## src/rtl/display_pkg.sv

```systemverilog
`default_nettype none
// ============================================================================
//  Package     : display_pkg
//  Description : Shared widths, position-field offsets, FSM encoding and the
//                snapshot record used by the frame commit controller.
//  Revision    : 1.0 - initial release
// ============================================================================
package display_pkg;

  localparam int GRID_W  = 64;
  localparam int POS_W   = 18;
  localparam int SCORE_W = 8;

  // Bit offsets of the 3-bit coordinates inside a packed position word.
  localparam int B1X = 0;
  localparam int B1Y = 3;
  localparam int B2X = 6;
  localparam int B2Y = 9;
  localparam int B3X = 12;
  localparam int B3Y = 15;

  typedef enum logic [0:0] {
    IDLE = 1'b0,
    HELD = 1'b1
  } fsm_state_t;

  // One complete game-state snapshot as seen by the renderer.
  typedef struct packed {
    logic [GRID_W-1:0]  grid;
    logic [GRID_W-1:0]  blk1;
    logic [GRID_W-1:0]  blk2;
    logic [GRID_W-1:0]  blk3;
    logic [POS_W-1:0]   pos;
    logic [SCORE_W-1:0] score;
    logic               game_over;
  } snapshot_t;

endpackage : display_pkg
`default_nettype wire

```

## src/rtl/vsync_edge_det.sv

```systemverilog
`default_nettype none
// ============================================================================
//  Module      : vsync_edge_det
//  Description : Normalises vga_vs to an active-high level and emits a
//                one-cycle strobe when vertical sync becomes active.
//  Revision    : 1.0 - initial release
// ============================================================================
module vsync_edge_det #(
  parameter int VS_ACTIVE_LOW = 1
) (
  input  logic clk,
  input  logic reset,
  input  logic vga_vs,
  output logic vs_start
);

  logic vs_act;
  logic vs_act_q;

  generate
    if (VS_ACTIVE_LOW != 0) begin : g_active_low
      assign vs_act = ~vga_vs;
    end else begin : g_active_high
      assign vs_act = vga_vs;
    end
  endgenerate

  // History resets to "inactive" so a sync already active at release is not
  // mistaken for a fresh edge.
  always_ff @(posedge clk or posedge reset) begin
    if (reset) vs_act_q <= 1'b0;
    else       vs_act_q <= vs_act;
  end

  assign vs_start = vs_act & ~vs_act_q;

endmodule : vsync_edge_det
`default_nettype wire

```

## src/rtl/frame_commit_ctrl.sv

```systemverilog
`default_nettype none
// ============================================================================
//  Module      : frame_commit_ctrl
//  Description : Stages game-state snapshots and commits them to the display
//                registers at vertical-sync start; also provides a frame
//                counter and the game-over blink phase.
//  Revision    : 1.0 - initial release
// ============================================================================
module frame_commit_ctrl
  import display_pkg::*;
#(
  parameter int BLINK_FRAMES  = 30,
  parameter int VS_ACTIVE_LOW = 1
) (
  input  logic               clk,
  input  logic               reset,
  input  logic               vga_vs,
  input  logic               upd_valid,
  output logic               upd_ready,
  input  logic [GRID_W-1:0]  upd_grid,
  input  logic [GRID_W-1:0]  upd_blk1,
  input  logic [GRID_W-1:0]  upd_blk2,
  input  logic [GRID_W-1:0]  upd_blk3,
  input  logic [POS_W-1:0]   upd_pos,
  input  logic [SCORE_W-1:0] upd_score,
  input  logic               upd_game_over,
  output logic [GRID_W-1:0]  disp_grid,
  output logic [GRID_W-1:0]  disp_blk1,
  output logic [GRID_W-1:0]  disp_blk2,
  output logic [GRID_W-1:0]  disp_blk3,
  output logic [POS_W-1:0]   disp_pos,
  output logic [SCORE_W-1:0] disp_score,
  output logic               disp_game_over,
  output logic               blink_on,
  output logic               commit_pulse,
  output logic [15:0]        frame_cnt
);

  localparam logic [7:0] BLINK_LAST = 8'(BLINK_FRAMES - 1);

  fsm_state_t state, state_nxt;
  snapshot_t  staging;
  snapshot_t  disp;
  logic       vs_start;
  logic       capture;
  logic       commit;
  logic [7:0] blink_cnt;
  logic       blink_phase;

  vsync_edge_det #(
    .VS_ACTIVE_LOW(VS_ACTIVE_LOW)
  ) u_vsync_edge_det (
    .clk     (clk),
    .reset   (reset),
    .vga_vs  (vga_vs),
    .vs_start(vs_start)
  );

  // FSM state register.
  always_ff @(posedge clk or posedge reset) begin
    if (reset) state <= IDLE;
    else       state <= state_nxt;
  end

  // Next state and handshake decode; capture takes priority over a same-cycle
  // vsync because in IDLE there is nothing staged to commit.
  always_comb begin
    state_nxt = state;
    upd_ready = 1'b0;
    capture   = 1'b0;
    commit    = 1'b0;
    case (state)
      IDLE: begin
        upd_ready = 1'b1;
        if (upd_valid) begin
          capture   = 1'b1;
          state_nxt = HELD;
        end
      end
      HELD: begin
        if (vs_start) begin
          commit    = 1'b1;
          state_nxt = IDLE;
        end
      end
      default: state_nxt = IDLE;
    endcase
  end

  // Staging register: loaded only on an accepted handshake.
  always_ff @(posedge clk or posedge reset) begin
    if (reset) begin
      staging <= '0;
    end else if (capture) begin
      staging <= '{grid: upd_grid, blk1: upd_blk1, blk2: upd_blk2,
                   blk3: upd_blk3, pos: upd_pos, score: upd_score,
                   game_over: upd_game_over};
    end
  end

  // Display registers and the matching one-cycle commit pulse.
  always_ff @(posedge clk or posedge reset) begin
    if (reset) begin
      disp         <= '0;
      commit_pulse <= 1'b0;
    end else begin
      commit_pulse <= commit;
      if (commit) disp <= staging;
    end
  end

  // Frame counter counts every vsync start, wrapping naturally at 16 bits.
  always_ff @(posedge clk or posedge reset) begin
    if (reset)         frame_cnt <= '0;
    else if (vs_start) frame_cnt <= frame_cnt + 16'd1;
  end

  // Blink timing keys off the pre-commit game-over flag. While that flag is
  // low the counter is held at 0 with phase 1, which also makes a 0->1 commit
  // start with the overlay visible.
  always_ff @(posedge clk or posedge reset) begin
    if (reset) begin
      blink_cnt   <= '0;
      blink_phase <= 1'b1;
    end else if (!disp.game_over) begin
      blink_cnt   <= '0;
      blink_phase <= 1'b1;
    end else if (vs_start) begin
      if (blink_cnt >= BLINK_LAST) begin
        blink_cnt   <= '0;
        blink_phase <= ~blink_phase;
      end else begin
        blink_cnt <= blink_cnt + 8'd1;
      end
    end
  end

  assign disp_grid      = disp.grid;
  assign disp_blk1      = disp.blk1;
  assign disp_blk2      = disp.blk2;
  assign disp_blk3      = disp.blk3;
  assign disp_pos       = disp.pos;
  assign disp_score     = disp.score;
  assign disp_game_over = disp.game_over;
  assign blink_on       = disp.game_over & blink_phase;

endmodule : frame_commit_ctrl
`default_nettype wire

```

## config.mk

```make
export PLATFORM = sky130hd
export DESIGN_NAME = frame_commit_ctrl
export DESIGN_NICKNAME = d
export VERILOG_FILES = /design/src/rtl/display_pkg.sv /design/src/rtl/vsync_edge_det.sv /design/src/rtl/frame_commit_ctrl.sv
export SDC_FILE = /design/constraint.sdc
export NUM_CORES = 1
export LEC_CHECK = 0
export ABC_AREA = 1
export CAP_MARGIN = 25
export CORE_AREA = 2 2 229 231
export DETAILED_ROUTE_END_ITERATION = 10
export DIE_AREA = 0 0 231 233
export PLACE_DENSITY = 0.73
export SLEW_MARGIN = 40
export SYNTH_ARGS = -nofsm -noshare
export SYNTH_HDL_FRONTEND = slang
export SYNTH_SLANG_ARGS = --single-unit
```

## constraint.sdc

```tcl
create_clock -name clk -period 25.8 [get_ports clk]
set_input_delay 5.16 -clock clk [delete_from_list [all_inputs] [get_ports clk]]
set_output_delay 5.16 -clock clk [all_outputs]
set_load 0.02 [all_outputs]
```

==> run metrics <==
drt pass-1 iters=5; die height=~230 um; pwr/cell area=119 nW/um^2; clk_lat worst skew=620 ps; net count after synthesis=2484; Avg Cell Area, Syn=between 10 and 15 sq um; die span in x=roughly 230 um; die footprint=about 54000 sq um; initial antenna violation count=13; Most used DFF post-synth=dfrtp_1; Starting Density=between 40% and 50%; clk slew on worst S/H paths=60 ps; period utilisation layout=~30%; leakage=about 15 nW; slowest CP cell=buf_6; actual slew at the worst max-slew pin=slightly below 900 ps; worst path cell trace=clkdlybuf4s50_1 -> inv_12 -> buf_12 -> buf_16 -> buf_6 -> buf_6; Post-Syn Instances=between 2000 and 2500; vias in the first global route=17100; post-route ant nets=0; Post-synth EDFFs=0; Largest stage delay, worst path=between 600 and 700 ps; max_cap viols=0; CTS Sinks=between 500 and 600; num rows=83; utilization after layout=60.4%; setup TNS=0 ps; via/cell ratio=between 4 and 5; filler instances=between 4000 and 5000; IO Pins=about 590; Congestion Overflow GR=0; max frequency=127 MHz; Max VDD drop=75.9 uV; total CTS buffers=60; worst hold start=staging[228]; Final setup viols=0; crit path max fanout=between 100 and 150; origin of the worst setup path=reset; final instance area=roughly 30000 sq um; Netlist cell types=28; area post-placement=about 29000 sq um; Final #Nets=around 3000; Seq cells post-synth=~600; WL final=58500 um; Rel. slew slack=between 40% and 50%; CORE AREA=a little over 50000 sq um; Root Buffer=clkbuf_16; Detail Placement HPWL=40000 um; DR WL/cell=16.8 um; run status=completed; reg2reg start=u_vsync_edge_det.vs_act_q; pre-CTS worst setup slack=~17000 ps; Post-Syn Area=about 22000 sq um; CP Capture Type=asynchronous set/reset pin; All-Layer GR Usage=between 20% and 30%; Placer Congestion=0.851; WP data arrival=about 8500 ps; H-Tree Depth=2; CP top delay family=buffers and inverters; via count=around 17000; CTS resizes=0; Yosys warnings=0; CTS Hold Bufs=0; cell mode on critical path=buf_6; Async S/R FF share, synth=100%; setup bufs post-CTS=0; register area share after synthesis=66.9%; worst min-delay path category=reg2reg; 1st-iter DRT viols=between 1000 and 1500; WP data required=roughly 26000 ps; WS Path Type=in2async; CTS tree=done; Worst Skew=between 20 and 25 ps; final worst slack=between 15000 and 20000 ps; first-pass GRT wire length=90800 um; kind of start point of the critical path=input port; DRC=0; post-route minimum period=7860 ps; final slew viol count=0; CTS Buffer Depth=3; area grow syn2layout=38.7%; layout cells sized above 1=under 10%; RSZ-0062 raised after global routing=no; largest net degree at the start of global routing=184; Buffers on Ports=588; Hold Vio Cnt, Final=0; crit path buf inv count=6
==> synth_stat cells (all sizes together) (3+ instances only) <==
library cell	n	share of area, %
dfrtp	593	67
nand2	483	8.2
inv	237	4.0
nor2	231	3.9
o21ai	212	4.8
a21oi	209	4.7
buf	78	1.9
mux2	75	3.8
clkbuf	38	0.64
nand3	10	0.23
xor2	6	0.24
nand4	5	0.14
xnor2	5	0.20
ha	4	0.23
nor3	3	0.090
==> area by class of cell <==
type | count | area, sq um | share of cell area [%]
Sequential cell | 594 | 14900 | 48.2
Timing Repair Buffer | 603 | 6180 | 20.0
Multi-Input combinational cell | 1246 | 5930 | 19.2
Clock buffer | 84 | 1720 | 5.59
Inverter | 237 | 915 | 2.97
Tap cell | 680 | 851 | 2.76
Clock inverter | 25 | 344 | 1.12
Antenna cell | 12 | 30.0 | 0.0974
==> cell families (layout without fill, tap and decap cells) <==
kind of cell	count (synthesis)	count (layout)	share of synthesized area [%]
fa+ha+maj	4	4	0.225
xor+xnor	11	11	0.433
flops	594	594	66.9
mux	75	75	3.80
compound gates	422	422	9.51
buf+inv	353	949	6.50
simple gates	734	734	12.7
other cells	0	12	0
==> stage by stage <==
step | std cells | hold slack (ps) | total power, mW
floorplan | 2193 | 443 | 2.12
global placement | 3354 | 452 | 2.73
detailed placement | 3359 | 457 | 2.79
CTS | 3468 | 470 | 3.71
global route | 3480 | 494 | 3.88
finish | 3481 | 468 | 3.67
==> worst min-delay path, cell delays in order (launching register included) <==
cell,delay (ps)
dfrtp_1,340
nand2_1,50
nand2_1,50
==> report_power, final <==
group / total [mW] / leakage (nW) / internal (mW) / switching, mW
combinational: 1.29 / 6.75 / 0.578 / 0.710
clock: 0.901 / 1.03 / 0.544 / 0.357
sequential: 1.48 / 6.95 / 1.30 / 0.181
total: 3.67 / 14.7 / 2.42 / 1.25
==> cell usage in the layout, fill, tap and decap left out, types with 2 or more instances in the layout <==
cell / Yosys / final
nand2_1: 481 / 481
inv_6: 0 / 3
clkbuf_8: 0 / 11
nand3b_1: 2 / 2
ha_1: 4 / 4
clkinv_2: 0 / 12
o21ai_1: 9 / 9
a21oi_1: 209 / 209
nand3_1: 10 / 10
nor2_1: 229 / 229
inv_2: 3 / 2
clkbuf_1: 38 / 12
xor2_1: 6 / 6
inv_1: 234 / 233
xnor2_1: 5 / 5
buf_16: 0 / 6
buf_12: 0 / 3
o21ai_0: 203 / 203
nand4_1: 5 / 5
buf_6: 5 / 6
diode_2: 0 / 12
dfrtp_1: 593 / 593
nor3_1: 2 / 2
mux2_2: 75 / 75
clkinv_4: 0 / 2
bufinv_16: 0 / 8
clkbuf_16: 0 / 61
clkdlybuf4s50_1: 0 / 588
==> layer usage <==
layer | vias to the layer above | track usage, % | wire (um)
li1 | 7971 | - | -
met1 | 8153 | 25.2 | 22300
met2 | 515 | 35.4 | 28900
met3 | 155 | 6.59 | 4420
met4 | 4 | 11.6 | 2920
met5 | - | 0 | 27
==> state kept, by name (all words and copies together) (netlist names) <==
name and cells:
commit_pulse 1, disp_blk2 64, disp_score 8, frame_cnt 16, disp_blk1 64, disp_game_over 1, disp_grid 64, blink_cnt 8
disp_blk3 64, u_vsync_edge_det.vs_act_q 1, blink_phase 1, state 1, disp_pos 18, staging 283
==> final timing paths <==
check                                     to  slack [ps]  cells after the start
worst max register to register  disp_grid[1]       22660                      9
worst min register to register  disp_grid[9]         470                      2
worst min-delay path            disp_grid[9]         470                      2
min in group asynchronous       commit_pulse        5110                      2
max in group clk                disp_grid[1]       18040                     10
worst max-delay path             staging[50]       17940                      6
Note: power is estimated with default switching activity, not from simulation.
